===== config.mk =====
export PLATFORM = sky130hd
export DESIGN_NAME = am_lock_ctrl_flat
export DESIGN_NICKNAME = d
export VERILOG_FILES = /design/src/rtl/am_lock_ctrl_if.sv /design/src/rtl/am_lock_ctrl.sv /design/src/flat_wrapper.sv
export SDC_FILE = /design/constraint.sdc
export NUM_CORES = 1
export LEC_CHECK = 0
export CELL_PAD_IN_SITES_DETAIL_PLACEMENT = 1
export CELL_PAD_IN_SITES_GLOBAL_PLACEMENT = 1
export CORE_MARGIN = 2
export CORE_UTILIZATION = 44
export DETAILED_ROUTE_END_ITERATION = 7
export GPL_TIMING_DRIVEN = 0
export PLACE_DENSITY = 0.72
export SLEW_MARGIN = 25
export SYNTH_ARGS = -nofsm -noshare
export SYNTH_HDL_FRONTEND = slang
export SYNTH_SLANG_ARGS = --single-unit

===== constraint.sdc =====
create_clock -name clk -period 35.4 [get_ports clk]
set_input_delay 7.08 -clock clk [delete_from_list [all_inputs] [get_ports clk]]
set_output_delay 7.08 -clock clk [all_outputs]
set_load 0.02 [all_outputs]

===== src/rtl/am_lock_ctrl_if.sv =====
// Lane-framer strobes and lock/error status between the lane framers and am_lock_ctrl.
interface am_lock_ctrl_if #(
    parameter int N_LANES = 16
);
    logic [N_LANES-1:0] sync_lane;
    logic [N_LANES-1:0] am_match;
    logic               clr_err;
    logic [N_LANES-1:0] lane_locked;
    logic               all_locked;
    logic               check_en;
    logic [N_LANES-1:0] lane_error;
    logic               skew_error;

    modport master (
        output sync_lane, am_match, clr_err,
        input  lane_locked, all_locked, check_en, lane_error, skew_error
    );

    modport slave (
        input  sync_lane, am_match, clr_err,
        output lane_locked, all_locked, check_en, lane_error, skew_error
    );
endinterface


===== src/rtl/am_lock_ctrl.sv =====
// Per-lane alignment-marker lock supervisor (HUNT/CONFIRM/LOCKED) with sticky errors.
// Optional inter-lane skew checking is built only when AM_LOCK_SKEW_CHECK_EN is defined.
module am_lock_ctrl #(
    parameter int N_LANES   = 16,
    parameter int AM_PERIOD = 8192,
    parameter int LOCK_GOOD = 2,
    parameter int MISS_MAX  = 3,
    parameter int MAX_SKEW  = 4
) (
    input logic            clk,
    input logic            rst,
    am_lock_ctrl_if.slave  bus
);
    localparam int PW = $clog2(AM_PERIOD);
    localparam int GW = $clog2(LOCK_GOOD + 1);
    localparam int MW = $clog2(MISS_MAX + 1);
    localparam logic [PW-1:0] LAST = PW'(AM_PERIOD - 1);

    localparam logic [1:0] HUNT    = 2'd0;
    localparam logic [1:0] CONFIRM = 2'd1;
    localparam logic [1:0] LOCKED  = 2'd2;

    logic [1:0]    state_q [N_LANES];
    logic [1:0]    state_d [N_LANES];
    logic [PW-1:0] phase_q [N_LANES];
    logic [PW-1:0] phase_d [N_LANES];
    logic [GW-1:0] good_q  [N_LANES];
    logic [GW-1:0] good_d  [N_LANES];
    logic [MW-1:0] miss_q  [N_LANES];
    logic [MW-1:0] miss_d  [N_LANES];

    logic [N_LANES-1:0] good_ev;
    logic [N_LANES-1:0] slot;
    logic [N_LANES-1:0] err_set;
    logic [N_LANES-1:0] locked_d;
    logic [N_LANES-1:0] lane_locked_q;
    logic [N_LANES-1:0] lane_error_q;
    logic               all_locked_q;
    logic               check_en_q;

    assign good_ev = bus.sync_lane & bus.am_match;

    always_comb begin
        for (int unsigned i = 0; i < N_LANES; i++) begin
            state_d[i]  = state_q[i];
            phase_d[i]  = phase_q[i];
            good_d[i]   = good_q[i];
            miss_d[i]   = miss_q[i];
            err_set[i]  = 1'b0;
            slot[i]     = (phase_q[i] == LAST);
            locked_d[i] = 1'b0;

            case (state_q[i])
                HUNT: begin
                    phase_d[i] = '0;
                    if (good_ev[i]) begin
                        state_d[i] = CONFIRM;
                        good_d[i]  = '0;
                    end
                end
                CONFIRM: begin
                    phase_d[i] = slot[i] ? '0 : phase_q[i] + 1'b1;
                    if (slot[i]) begin
                        if (good_ev[i]) begin
                            good_d[i] = good_q[i] + 1'b1;
                            if (good_q[i] + 1'b1 == GW'(LOCK_GOOD)) begin
                                state_d[i] = LOCKED;
                                miss_d[i]  = '0;
                            end
                        end else begin
                            state_d[i] = HUNT;
                            phase_d[i] = '0;
                        end
                    end else if (bus.sync_lane[i]) begin
                        state_d[i] = HUNT;
                        phase_d[i] = '0;
                    end
                end
                LOCKED: begin
                    phase_d[i] = slot[i] ? '0 : phase_q[i] + 1'b1;
                    if (slot[i]) begin
                        if (good_ev[i]) begin
                            miss_d[i] = '0;
                        end else if (miss_q[i] + 1'b1 == MW'(MISS_MAX)) begin
                            state_d[i] = HUNT;
                            phase_d[i] = '0;
                            miss_d[i]  = '0;
                            err_set[i] = 1'b1;
                        end else begin
                            miss_d[i] = miss_q[i] + 1'b1;
                        end
                    end else if (bus.sync_lane[i]) begin
                        // Stray strobe while locked is flagged but does not disturb alignment
                        err_set[i] = 1'b1;
                    end
                end
                default: begin
                    state_d[i] = HUNT;
                    phase_d[i] = '0;
                end
            endcase

            locked_d[i] = (state_d[i] == LOCKED);
        end
    end

    always_ff @(posedge clk or posedge rst) begin
        if (rst) begin
            for (int unsigned i = 0; i < N_LANES; i++) begin
                state_q[i] <= HUNT;
                phase_q[i] <= '0;
                good_q[i]  <= '0;
                miss_q[i]  <= '0;
            end
            lane_locked_q <= '0;
            lane_error_q  <= '0;
            all_locked_q  <= 1'b0;
            check_en_q    <= 1'b0;
        end else begin
            for (int unsigned i = 0; i < N_LANES; i++) begin
                state_q[i] <= state_d[i];
                phase_q[i] <= phase_d[i];
                good_q[i]  <= good_d[i];
                miss_q[i]  <= miss_d[i];
            end
            lane_locked_q <= locked_d;
            // Set beats clear when both land in the same cycle
            lane_error_q  <= err_set | (bus.clr_err ? '0 : lane_error_q);
            all_locked_q  <= &lane_locked_q;
            check_en_q    <= all_locked_q;
        end
    end

    assign bus.lane_locked = lane_locked_q;
    assign bus.lane_error  = lane_error_q;
    assign bus.all_locked  = all_locked_q;
    assign bus.check_en    = check_en_q;

`ifdef AM_LOCK_SKEW_CHECK_EN
    logic skew_viol;
    logic skew_error_q;

    // Lane 0 wrapping to zero is the reference instant; every lane must sit within the window
    always_comb begin
        skew_viol = 1'b0;
        if (all_locked_q && phase_q[0] == '0) begin
            for (int unsigned i = 0; i < N_LANES; i++) begin
                if (!(phase_q[i] <= PW'(MAX_SKEW) ||
                      phase_q[i] >= PW'(AM_PERIOD - MAX_SKEW))) begin
                    skew_viol = 1'b1;
                end
            end
        end
    end

    always_ff @(posedge clk or posedge rst) begin
        if (rst) begin
            skew_error_q <= 1'b0;
        end else if (skew_viol) begin
            skew_error_q <= 1'b1;
        end else if (bus.clr_err) begin
            skew_error_q <= 1'b0;
        end
    end

    assign bus.skew_error = skew_error_q;
`else
    assign bus.skew_error = 1'b0;
`endif
endmodule


===== src/flat_wrapper.sv =====
// flat-port wrapper written by rule: the top's interface ports become plain ports
module am_lock_ctrl_flat 
#(
    parameter int N_LANES   = 16,
    parameter int AM_PERIOD = 8192,
    parameter int LOCK_GOOD = 2,
    parameter int MISS_MAX  = 3,
    parameter int MAX_SKEW  = 4
)
  (clk, rst, bus_sync_lane, bus_am_match, bus_clr_err, bus_lane_locked, bus_all_locked, bus_check_en, bus_lane_error, bus_skew_error);
  am_lock_ctrl_if #(.N_LANES(N_LANES)) bus_i ();
  input logic clk;
  input logic rst;
  input wire logic [$bits(bus_i.sync_lane)-1:0] bus_sync_lane;
  input wire logic [$bits(bus_i.am_match)-1:0] bus_am_match;
  input wire logic [$bits(bus_i.clr_err)-1:0] bus_clr_err;
  output wire logic [$bits(bus_i.lane_locked)-1:0] bus_lane_locked;
  output wire logic [$bits(bus_i.all_locked)-1:0] bus_all_locked;
  output wire logic [$bits(bus_i.check_en)-1:0] bus_check_en;
  output wire logic [$bits(bus_i.lane_error)-1:0] bus_lane_error;
  output wire logic [$bits(bus_i.skew_error)-1:0] bus_skew_error;
  assign bus_i.sync_lane = bus_sync_lane;
  assign bus_i.am_match = bus_am_match;
  assign bus_i.clr_err = bus_clr_err;
  assign bus_lane_locked = bus_i.lane_locked;
  assign bus_all_locked = bus_i.all_locked;
  assign bus_check_en = bus_i.check_en;
  assign bus_lane_error = bus_i.lane_error;
  assign bus_skew_error = bus_i.skew_error;
  am_lock_ctrl #(.N_LANES(N_LANES), .AM_PERIOD(AM_PERIOD), .LOCK_GOOD(LOCK_GOOD), .MISS_MAX(MISS_MAX), .MAX_SKEW(MAX_SKEW)) u_core (.clk(clk), .rst(rst), .bus(bus_i));
endmodule

==> results of run 1 <==
[sequential cells by signal, summed over array words and instances (netlist names)]
signal,count
u_core.bus.all_locked,1
u_core.bus.check_en,1
u_core.bus.lane_error,16
u_core.bus.lane_locked,16
u_core.good_q,32
u_core.miss_q,32
u_core.phase_q,208
u_core.state_q,32
[cell type report]
cell class	instances	area, um2
Fill cell	4462	19200
Sequential cell	338	8460
Buffer	38	161
Clock inverter	18	246
Clock buffer	51	1120
Inverter	115	439
Timing Repair Buffer	71	763
Tap cell	525	657
Multi-Input combinational cell	1356	8500
[how the worst max path moves through the flow]
stage	end	slack [ns]	startpoint
2_1_floorplan	u_core.bus.all_locked$_DFF_PP0_	18.95	rst
3_3_place_gp	u_core.miss_q[16]$_DFFE_PP0P_	14.54	rst
3_5_place_dp	u_core.bus.lane_locked[11]$_DFF_PP0_	26.18	bus_sync_lane[11]
4_1_cts	bus_lane_locked[12]	26.56	u_core.bus.lane_locked[12]$_DFF_PP0_
5_1_grt	u_core.bus.lane_locked[11]$_DFF_PP0_	26.54	bus_sync_lane[11]
6_report	bus_lane_locked[12]	26.61	u_core.bus.lane_locked[12]$_DFF_PP0_
[layer usage]
layer	global-route usage	wire (um)	share of wire	vias to the layer above
li1	-	-	-	6579
met1	0.261	18400	0.47	6664
met2	0.339	19200	0.49	122
met3	0.0276	1070	0.027	48
met4	0.0537	698	0.018	0
met5	0	0	0	-
[stage by stage]
stage	hold slack, ns	total power, W	setup WS, ns	cells	instance area (um2)
after global routing	0.418	0.00109	26.54	2512	20300
after global placement	0.389	0.000598	14.54	2440	18900
final	0.401	0.00103	26.61	2512	20300
after floorplan	0.448	0.000556	18.95	1847	17600
after CTS	0.407	0.00105	26.56	2512	20300
after detailed placement	0.389	0.000607	26.18	2443	19000
[cell usage after synthesis (all sizes together), types with 7 or more instances]
library cell / count / area, um2
or3: 8 / 50.1
o31ai: 11 / 82.6
a22o: 34 / 298
nor3: 27 / 145
o2bb2ai: 8 / 70.1
or2: 10 / 62.6
nor2b: 21 / 131
nand4: 51 / 359
nand3: 94 / 470
o21ai: 68 / 340
a31oi: 25 / 156
and2: 22 / 138
ha: 96 / 1200
nor4: 18 / 149
and3: 47 / 294
nand2b: 9 / 56.3
a21oi: 87 / 435
dfrtp: 338 / 8460
o22ai: 13 / 81.3
nor2: 295 / 1120
xor2: 97 / 850
o211ai: 12 / 90.1
a21o: 8 / 60.1
nand2: 147 / 552
clkbuf: 32 / 121
and4: 16 / 140
xnor2: 58 / 508
o21bai: 7 / 52.6
inv: 115 / 432
[cells by family after synthesis]
| family | after synthesis | synth area share |
|---|---|---|
| AND/OR/NAND/NOR | 791 | 0.223 |
| flip-flops | 338 | 0.482 |
| AO/OA/AOI/OAI | 303 | 0.110 |
| XOR/XNOR | 155 | 0.0774 |
| buffers and inverters | 153 | 0.0337 |
| adder cells (fa/ha/maj) | 96 | 0.0684 |
| multiplexers | 10 | 0.00599 |
| other | 1 | 0.000214 |
[worst reg2reg max path: cells and delay by family, from the launching register on]
family | cells | cell delay [ns]
flip-flops | 1 | 0.38
AND/OR/NAND/NOR | 5 | 1.50
adder cells (fa/ha/maj) | 1 | 0.24
AO/OA/AOI/OAI | 1 | 0.37
[power by group]
group          leakage (nW)  internal (W)  switching (W)
registers              4.68      0.000406      0.0000218
logic                  3.37     0.0000630       0.000110
clock network         0.682      0.000267       0.000161
==> impl_metrics.py, run 1 <==
metrics = {
    "pwr": {
        "p_per_area_nw_per_um2": 50.5,
        "ir_drop_mv": 0.0254,
        "p_leak_nw": 8.73,
    },
    "die": {
        "core_um2": 39500,
        "ios": 70,
        "fp-row-count": 73,
        "dieArea_um2": 41500,
        "initial_core_util": 0.444,
        "fp.dieH_um": 204,
        "die_w_um": 204,
    },
    "clock_network": {
        "cts_root_buf": "clkbuf_16",
        "cts_resized": 0,
        "cts_sinks": 338,
        "holdBufCountCts": 0,
        "insertion_delay_ns": 0.55,
        "clk_path_buf_depth": 3,
        "post-cts-setup-buffers": 0,
        "cts_tree": "yes",
        "cts_max_level": 2,
        "clk_pin_slew_worst_paths_ns": 0.06,
        "numCtsBuffers": 40,
    },
    "critical_path": {
        "cpPeakStageDelay_ns": 0.67,
        "crit_chain": "clkdlybuf4s50_1",
        "crit_type": "flop to output pin",
        "r2r-end": "u_core.bus.lane_locked[11]$_DFF_PP0_",
        "critPathMaxFanout": 2,
        "crit_path_top_delay_cell": "clkdlybuf4s50_1",
        "crit_arrival_ns": 1.71,
        "cpLargestDelayFamily": "buffers and inverters",
        "cp.depth": 1,
        "reg2reg_slack_ns": 32.80,
        "reg2regPathDepth": 7,
        "cp-end-kind": "output pin",
        "path_buf_inv": 1,
        "cp.required_ns": 28.32,
        "start_kind": "flop",
        "r2r_start": "u_core.phase_q[52]$_DFF_PP0_",
    },
    "synth": {
        "synthCells": 1847,
        "synth_nets": 1978,
        "yosysSeqAreaShare": 0.482,
        "synth_seq_cells": 338,
        "synth_area_um2": 17600,
        "post_synth_num_cell_types": 68,
        "synth_edf_count": 0,
        "ys.flop_type": "dfrtp_1",
        "synth_warnings": 0,
        "async_flop_share": 1.00,
        "avgSynthCellArea_um2": 9.50,
    },
    "worst_hold_path": {
        "worst_hold_path_type": "flop to flop",
        "min_from": "u_core.bus.all_locked$_DFF_PP0_",
        "whs_path_depth": 0,
        "hold_end": "u_core.bus.check_en$_DFF_PP0_",
    },
    "routing": {
        "ant_nets": 0,
        "dr.pass1.iters": 4,
        "first_iter_violations": 518,
        "wl_per_cell_um": 15.7,
        "vias": 13400,
        "wl_mm": 39.4,
        "viasPerCell": 5.34,
        "drc": 0,
    },
    "status": {
        "status": "finished, final reports clean",
    },
    "cells_and_area": {
        "diodes": 0,
        "syn2layout_area_growth_pct": 15.9,
        "fin_util": 0.515,
        "layout-drive-gt1-share": 0.0549,
        "final_cell_mix": "dfrtp_1 (338), nor2_1 (294), nand2_1 (147), inv_1 (114), xor2_1 (97)",
        "final_nets": 2091,
        "final_common_cell": "dfrtp_1",
    },
    "timing": {
        "relSlewSlack": 0.559,
        "min_period_over_period": 0.248,
        "tightest_slew_ns": 0.652,
        "slew_viol_final": 0,
        "post-route-min-period_ns": 8.79,
        "fin_skew_ns": 0.0160,
        "hold_viol": 0,
        "finalSetupViolations": 0,
        "max_freq_ghz": 0.114,
        "grt_setup_unrepaired": "false",
        "setup_tns_ns": 0,
    },
    "grt": {
        "grt_max_degree": 93,
        "globalRouteOverflowTotal": 0,
        "grt_pass1_vias": 14300,
        "grt_use_total": 0.197,
        "grt_pass1_wl_mm": 68.5,
        "grt_antenna_before_repair": 1,
    },
    "placed_design": {
        "hpwl_mm": 27.4,
        "port-buffer-count": 68,
        "gp_congestion": 0.786,
    },
    "job": {
        "max-cap-violations": 0,
    },
}
No activity file was read; power rests on OpenSTA's default activity.
==> run 2: changes to the inputs <==
==> constraint.sdc (replaced) <==
create_clock -name clk -period 8.65 [get_ports clk]
set_input_delay 1.73 -clock clk [delete_from_list [all_inputs] [get_ports clk]]
set_output_delay 1.73 -clock clk [all_outputs]
set_load 0.02 [all_outputs]
==> impl_metrics.py, run 2 (synthesized netlist as in run 1, its figures left out) <==
metrics = {
    "clock_network": {
        "cts_root_buf": "clkbuf_16",
        "holdBufCountCts": 0,
        "clk_path_buf_depth": 3,
        "post-cts-setup-buffers": 0,
        "clk_pin_slew_worst_paths_ns": 0.06,
        "cts_resized": 0,
        "cts_sinks": 338,
        "cts_max_level": 2,
        "cts_tree": "yes",
        "numCtsBuffers": 41,
        "insertion_delay_ns": 0.55,
    },
    "critical_path": {
        "r2r-end": "u_core.phase_q[33]$_DFF_PP0_",
        "cp.depth": 1,
        "worstSetupEndpoint": "bus_lane_locked[2]",
        "r2r_start": "u_core.phase_q[26]$_DFF_PP0_",
        "crit_arrival_ns": 1.65,
        "cpLargestDelayFamily": "buffers and inverters",
        "reg2regPathDepth": 8,
        "critPathMaxFanout": 2,
        "crit_path_top_delay_cell": "clkdlybuf4s50_1",
        "crit_path_start": "u_core.bus.lane_locked[2]$_DFF_PP0_",
        "reg2reg_slack_ns": 6.11,
        "crit_type": "flop to output pin",
        "path_buf_inv": 1,
        "cp.required_ns": 6.92,
        "start_kind": "flop",
        "cp-end-kind": "output pin",
        "cpPeakStageDelay_ns": 0.66,
        "crit_chain": "clkdlybuf4s50_1",
    },
    "worst_hold_path": {
        "worst_hold_path_type": "flop to flop",
    },
    "cells_and_area": {
        "syn2layout_area_growth_pct": 17.1,
        "diodes": 0,
        "stdcell_count": 2527,
        "layout-drive-gt1-share": 0.0609,
        "final_common_cell": "dfrtp_1",
        "final_nets": 2101,
        "top_register": "u_core.phase_q",
        "final_cell_mix": "dfrtp_1 (338), nor2_1 (294), nand2_1 (147), inv_1 (114), xor2_1 (97)",
        "largest_reg_flops": 208,
    },
    "routing": {
        "ant_nets": 0,
        "vias": 13600,
        "first_iter_violations": 573,
        "dr.pass1.iters": 4,
        "wl_mm": 39.9,
        "wl_per_cell_um": 15.8,
        "drc": 0,
        "viasPerCell": 5.40,
    },
    "status": {
        "status": "finished, final reports clean",
    },
    "grt": {
        "globalRouteOverflowTotal": 0,
        "grt_use_total": 0.200,
        "grt_pass1_wl_mm": 69.7,
        "grt_pass1_vias": 14500,
        "grt_max_degree": 33,
        "grt_antenna_before_repair": 1,
    },
    "die": {
        "dieArea_um2": 41500,
        "ios": 70,
        "initial_core_util": 0.444,
        "core_um2": 39500,
        "fp-row-count": 73,
        "fp.dieH_um": 204,
        "die_w_um": 204,
    },
    "timing": {
        "hold_viol": 0,
        "max_freq_ghz": 0.296,
        "fin_skew_ns": 0.0128,
        "slew_viol_final": 0,
        "relSlewSlack": 0.527,
        "min_period_over_period": 0.391,
        "setup_tns_ns": 0,
        "finalSetupViolations": 0,
        "grt_setup_unrepaired": "false",
        "post-route-min-period_ns": 3.38,
        "tightest_slew_ns": 0.703,
    },
    "pwr": {
        "ir_drop_mv": 0.115,
        "p_per_area_nw_per_um2": 207,
        "p_switching_w": 0.00123,
        "pwr-share-comb": 0.169,
        "clockPowerShare": 0.419,
        "power.total_w": 0.00425,
        "p_int_w": 0.00302,
        "p_leak_nw": 8.82,
        "swShare": 0.290,
        "pwr-share-seq": 0.412,
    },
    "placed_design": {
        "gp_congestion": 0.780,
        "placed_cells": 2452,
        "port-buffer-count": 68,
        "hpwl_mm": 28.7,
    },
    "job": {
        "max-cap-violations": 0,
    },
}
## run 2: worst reg2reg max path, stage by stage (launching register included)
cell and delay (ns):
dfrtp_1 0.40, ha_1 0.24, nand4_1 0.14, nor4_1 0.47, clkbuf_1 0.41, nor2_1 0.13, nand2_1 0.12, clkbuf_1 0.38
nor2_1 0.12
## run 2: power by group through the flow
stage	Combinational, W	Sequential (W)	Clock (W)
after global placement	0.000674	0.00177	0
after floorplan	0.000522	0.00175	0
after detailed placement	0.000724	0.00178	0
final	0.000719	0.00175	0.00178
after CTS	0.000729	0.00175	0.00183
after global routing	0.000829	0.00176	0.00189
## run 2: worst min-delay path by stage
stage	startpoint	end	depth (start not counted)
CTS	u_core.bus.all_locked$_DFF_PP0_	u_core.bus.check_en$_DFF_PP0_	0
global placement	u_core.bus.all_locked$_DFF_PP0_	u_core.bus.check_en$_DFF_PP0_	0
detailed placement	u_core.bus.all_locked$_DFF_PP0_	u_core.bus.check_en$_DFF_PP0_	0
floorplan	u_core.phase_q[104]$_DFF_PP0_	u_core.phase_q[104]$_DFF_PP0_	1
finish	u_core.bus.all_locked$_DFF_PP0_	u_core.bus.check_en$_DFF_PP0_	0
global route	u_core.bus.all_locked$_DFF_PP0_	u_core.bus.check_en$_DFF_PP0_	0
## run 2: per-layer routing
metal,vias up,share of wire,global-route usage
met5,-,0,0
met4,0,0.021,0.0560
met3,68,0.025,0.0281
met2,114,0.48,0.338
met1,6844,0.47,0.268
li1,6608,-,-
## run 2: layout make-up
cell class                 instances  area, um2
inverter                         115        435
sequential                       338       8460
buffer                            38        161
timing repair buffer              80        928
clock buffer                      60       1250
clock inverter                    15        156
multi-input combinational       1356       8500
tap                              525        657
fill                            4486      19000
## run 2: through the flow
stage	cell area (um2)	setup slack, ns	hold WS (ns)	utilization
2_1_floorplan	17600	2.40	0.448	-
3_3_place_gp	18900	-0.106	0.392	0.478
3_5_place_dp	19100	4.69	0.401	0.484
4_1_cts	20500	5.21	0.412	0.520
5_1_grt	20500	5.09	0.431	0.520
6_report	20500	5.27	0.407	0.520
==> run 3: changes to the inputs <==
==> constraint.sdc (replaced) <==
create_clock -name clk -period 3.2 [get_ports clk]
set_input_delay 0.64 -clock clk [delete_from_list [all_inputs] [get_ports clk]]
set_output_delay 0.64 -clock clk [all_outputs]
set_load 0.02 [all_outputs]
==> results of run 3 <==
The final DEF is identical to that of run 2. Status: finished, final reports clean.
Main changes from that run: setup slack after placement 4.69 ns -> 0.326 ns; setup slack after layout 5.27 ns -> 0.664 ns; start point of the critical path u_core.bus.lane_locked[2]$_DFF_PP0_ -> u_core.phase_q[26]$_DFF_PP0_; end point of the critical path bus_lane_locked[2] -> u_core.phase_q[33]$_DFF_PP0_; register-to-register setup slack 6.11 ns -> 0.66 ns; total power 0.00425 W -> 0.0115 W; worst IR drop on VDD 0.115 mV -> 0.311 mV
==> RTL edit 1 (config.mk and constraints of run 2) <==
The option `AM_LOCK_SKEW_CHECK_EN` is turned on by a define.
--- a/src/rtl/am_lock_ctrl.sv
+++ b/src/rtl/am_lock_ctrl.sv
@@ -1,5 +1,7 @@
 // Per-lane alignment-marker lock supervisor (HUNT/CONFIRM/LOCKED) with sticky errors.
 // Optional inter-lane skew checking is built only when AM_LOCK_SKEW_CHECK_EN is defined.
+`define AM_LOCK_SKEW_CHECK_EN
+
 module am_lock_ctrl #(
     parameter int N_LANES   = 16,
     parameter int AM_PERIOD = 8192,
Check against the original RTL: not settled (the Yosys comparison gave no result); the edit may change what the design does.
==> RTL edit 1 against run 2 <==
Non-clock buffer count up 6; count of clock-buffer cells in the layout down 3; wire length up 15%; first-iteration DRC count up 23%; sequential cell count up 1; cell area up 5.8%; critical path type unchanged; setup slack worse by 0.042 ns; via count up 11%; total power down 4.2%; synthesized cell count up 9.9%; area after synthesis up 7.0%.
==> RTL edit 1: results <==
worst_setup_path:
  r2r_cells: 7
  reg2reg_from: "u_core.phase_q[156]$_DFF_PP0_"
  rr_endpoint: "u_core.bus.lane_locked[3]$_DFF_PP0_"
outcome:
  status: "finished, final reports clean"
routing:
  routed_wirelength_mm: 45.78
  firstDrtPassIters: 5
  vias_per_cell: 5.556
timing:
  skew_ns: 0.01876
  layout_min_cycle_time_ns: 3.425
  slew_headroom_pct: 43.78
global_routing:
  grt_pass1_vias: 15860
  met1_usage_pct: 27.83
  met2_usage_pct: 36.70
  use_met3_pct: 3.360
  grt_usage_pct: 21.17
  grt_pass1_wl_mm: 78.18
placed_design:
  gp_congestion: 0.8117
  hpwlAfterDp_mm: 33.02
  place_ws_ns: 4.612
power_and_ir_drop:
  leakagePower_nw: 8.989
layout:
  layout-drive-gt1-share_pct: 5.002
  finalNetCount: 2300
  fillers: 4838
logic_synthesis:
  yosys-top-cells-area: "dfrtp_1 (45%), ha_1 (7.5%), nor2_1 (5.8%)"
  synth_fp_nets: 2177
  ys_types: 71
  yosysSeqAreaShare_pct: 45.16
  synth.top_cells.by_count: "dfrtp_1 (339), nor2_1 (292), nand2_1 (162)"
clock_network:
  clk_pin_slew_worst_paths_ns: 0.06
  clock-root-buffer: "clkbuf_16"
[RTL edit 1: cell count changes in the layout (fill, tap and decap cells not counted), moves of 16 or more]
cell     change
nor3_1      +17
a21oi_1     -28
nand4_1     +26
inv_1       +26
nor4_1      +31
ha_1        +16
o21ai_0     +36
[RTL edit 1: cell type report]
cell class,count,area share (%)
inverters,142,2.469
clock inverters,12,0.6389
clock buffers,57,5.514
diodes,1,0.01151
plain buffers,44,0.8576
well taps,539,3.102
repair buffers,80,4.305
flip-flops and latches,339,39.02
multi-input cells,1505,44.08
[RTL edit 1: stage by stage]
stage / instance area (um2) / instances / TNS (ns) / total power, mW / util (%)
2_1_floorplan: 18790 / 2030 / 0 / 2.165 / -
3_3_place_gp: 20140 / 2637 / -33.58 / 2.321 / 47.91
3_5_place_dp: 20400 / 2649 / 0 / 2.363 / 48.52
4_1_cts: 21740 / 2718 / 0 / 4.132 / 51.70
5_1_grt: 21740 / 2718 / 0 / 4.288 / 51.70
6_report: 21740 / 2719 / 0 / 4.070 / 51.71
[RTL edit 1: per-layer routing]
metal  wire length [um]  vias to the layer above
li1                   -                     7369
met1              21350                     7540
met2              22370                      140
met3               1231                       59
met4                825                        0
met5                  0                        -
[RTL edit 1: worst min-delay path by stage]
stage	startpoint	end	slack [ns]	cells past startpoint
final	u_core.bus.lane_error[2]$_DFF_PP0_	u_core.bus.lane_error[2]$_DFF_PP0_	0.49	1
after global routing	u_core.bus.lane_error[7]$_DFF_PP0_	u_core.bus.lane_error[7]$_DFF_PP0_	0.51	1
after CTS	u_core.bus.lane_error[2]$_DFF_PP0_	u_core.bus.lane_error[2]$_DFF_PP0_	0.50	1
after detailed placement	u_core.bus.lane_error[7]$_DFF_PP0_	u_core.bus.lane_error[7]$_DFF_PP0_	0.48	1
after global placement	u_core.bus.lane_error[2]$_DFF_PP0_	u_core.bus.lane_error[2]$_DFF_PP0_	0.47	1
after floorplan	u_core.miss_q[12]$_DFFE_PP0P_	u_core.miss_q[12]$_DFFE_PP0P_	0.45	1
[RTL edit 1: report_power, final]
| part | internal (mW) | switching [mW] | leakage (nW) |
|---|---|---|---|
| sequential | 1.64 | 0.0635 | 4.71 |
| clock | 1.05 | 0.686 | 0.667 |
| combinational | 0.228 | 0.407 | 3.61 |
[RTL edit 1: cell families after synthesis]
| group | count (synthesis) | synth area share, % |
|---|---|---|
| simple gates | 893 | 23.68 |
| flops | 339 | 45.16 |
| compound gates | 322 | 11.35 |
| buf+inv | 186 | 3.824 |
| xor+xnor | 159 | 7.414 |
| fa+ha+maj | 112 | 7.461 |
| mux | 19 | 1.106 |
==> RTL edit 2 (flow settings as in run 2) <==
Made on the original files. `AM_PERIOD` is set to 8192 in 2 places; all go to 2048.
--- a/src/rtl/am_lock_ctrl.sv
+++ b/src/rtl/am_lock_ctrl.sv
@@ -2,7 +2,7 @@
 // Optional inter-lane skew checking is built only when AM_LOCK_SKEW_CHECK_EN is defined.
 module am_lock_ctrl #(
     parameter int N_LANES   = 16,
-    parameter int AM_PERIOD = 8192,
+    parameter int AM_PERIOD = 2048,
     parameter int LOCK_GOOD = 2,
     parameter int MISS_MAX  = 3,
     parameter int MAX_SKEW  = 4
--- a/src/flat_wrapper.sv
+++ b/src/flat_wrapper.sv
@@ -2,7 +2,7 @@
 module am_lock_ctrl_flat 
 #(
     parameter int N_LANES   = 16,
-    parameter int AM_PERIOD = 8192,
+    parameter int AM_PERIOD = 2048,
     parameter int LOCK_GOOD = 2,
     parameter int MISS_MAX  = 3,
     parameter int MAX_SKEW  = 4
Check against the original RTL: not settled (the Yosys comparison gave no result); the edit may change what the design does.
==> RTL edit 2 against run 2 <==
Area after synthesis shrank 7.3%; total power shrank 7.5%; setup slack gained 0.0051 ns; maximum frequency grew 0.15%; via count shrank 5.8%; wire length shrank 6.7%; cell area shrank 7.0%; sequential cell count shrank 32; critical path type unchanged; critical endpoint is now bus_lane_locked[0].
==> RTL edit 2: results <==
outcome:
  status: "finished, final reports clean"
logic_synthesis:
  synth.top_cells.by_count: "dfrtp_1 (306), nor2_1 (250), nand2_1 (157)"
  ys_types: 74
  synthMuxAreaShare_pct: 0.2537
  synth_compound_area_share_pct: 12.82
  yosysSeqAreaShare_pct: 47.05
  synthCells: 1724
  yosys-top-cells-area: "dfrtp_1 (47%), ha_1 (7.4%), nor2_1 (5.8%)"
  synth_fp_nets: 1855
  synth_fa_ha_area_share_pct: 7.380
  synth_xor_area_share_pct: 6.511
power_and_ir_drop:
  p_seq_share_pct: 40.1
  clk-power_mw: 1.64
  leakagePower_nw: 8.178
  switching_share_pct: 29.29
  power.switching_mw: 1.151
  ir_drop_mv: 0.1691
placed_design:
  postPlaceCellArea_um2: 17810
  place_ws_ns: 4.808
  hpwlAfterDp_mm: 26.91
  gp_congestion: 0.8002
  port_buffers: 67
global_routing:
  grt_usage_pct: 20.03
  met2_usage_pct: 34.34
  use_met3_pct: 3.473
  grt_pass1_vias: 13500
  antenna_found_initial: 0
  grt_pass1_wl_mm: 64.66
worst_setup_path:
  r2r_cells: 7
  reg2reg_from: "u_core.phase_q[88]$_DFF_PP0_"
  cp_slowest_stage_delay_ns: 0.68
  crit_fanout: 2
  rr_endpoint: "u_core.bus.lane_locked[7]$_DFF_PP0_"
  r2r_slack_ns: 6.21
timing:
  skew_ns: 0.009750
  whs_ns: 0.3821
  worst_slew_pin_slew_ns: 0.8926
layout:
  layout-drive-gt1-share_pct: 6.043
  fillers: 4148
  finalNetCount: 1973
  largest_reg_flops: 176
clock_network:
  cts_buffers: 37
  clock-root-buffer: "clkbuf_16"
  htree_num_levels: 2
routing:
  vias_per_cell: 5.489
  wl_met3_mm: 1.100
  drt_iter0_drc: 529
  detail_route.wl_per_cell_um: 15.90
  m1WireLength_mm: 17.76
  top_layer: "met4"
  routed_wirelength_mm: 37.18
  wl_met2_mm: 17.63
-- RTL edit 2: changes by cell type in the layout (fill, tap and decap cells not counted), sizes merged, moves of 13 or more --
cell,before,now
clkbuf,92,73
nand4,51,38
xor2,97,67
a21oi,87,71
dfrtp,338,306
nor2,295,250
-- RTL edit 2: worst max path at each step --
stage / slack, ns / endpoint / from / depth (start not counted)
2_1_floorplan: 2.85 / u_core.bus.all_locked$_DFF_PP0_ / rst / 1
3_3_place_gp: 0.51 / u_core.state_q[22]$_DFF_PP0_ / rst / 2
6_report: 5.27 / bus_lane_locked[0] / u_core.bus.lane_locked[0]$_DFF_PP0_ / 1
4_1_cts: 5.24 / bus_lane_locked[0] / u_core.bus.lane_locked[0]$_DFF_PP0_ / 1
5_1_grt: 5.18 / u_core.bus.lane_locked[7]$_DFF_PP0_ / bus_sync_lane[7] / 7
3_5_place_dp: 4.81 / u_core.bus.lane_locked[7]$_DFF_PP0_ / bus_sync_lane[7] / 7
-- RTL edit 2: logic make-up (layout without fill, tap and decap cells) --
kind of cell	Yosys count	after routing
adders and majority gates	96	96
and+or+nand+nor	746	746
xor gates and xnor gates	121	121
AOI/OAI and AO/OA	308	308
other	1	2
muxes	4	4
DFF	306	306
buffers and inverters	142	288
-- RTL edit 2: final cells by class --
| type | instances | area, um2 | area share, % |
|---|---|---|---|
| diodes | 1 | 2.502 | 0.01310 |
| plain buffers | 28 | 127.6 | 0.6681 |
| clock buffers | 50 | 1067 | 5.587 |
| clock inverters | 17 | 225.2 | 1.179 |
| inverters | 114 | 431.7 | 2.260 |
| multi-input cells | 1276 | 8064 | 42.22 |
| flip-flops and latches | 306 | 7657 | 40.09 |
| well taps | 468 | 585.6 | 3.065 |
| repair buffers | 79 | 940.9 | 4.926 |
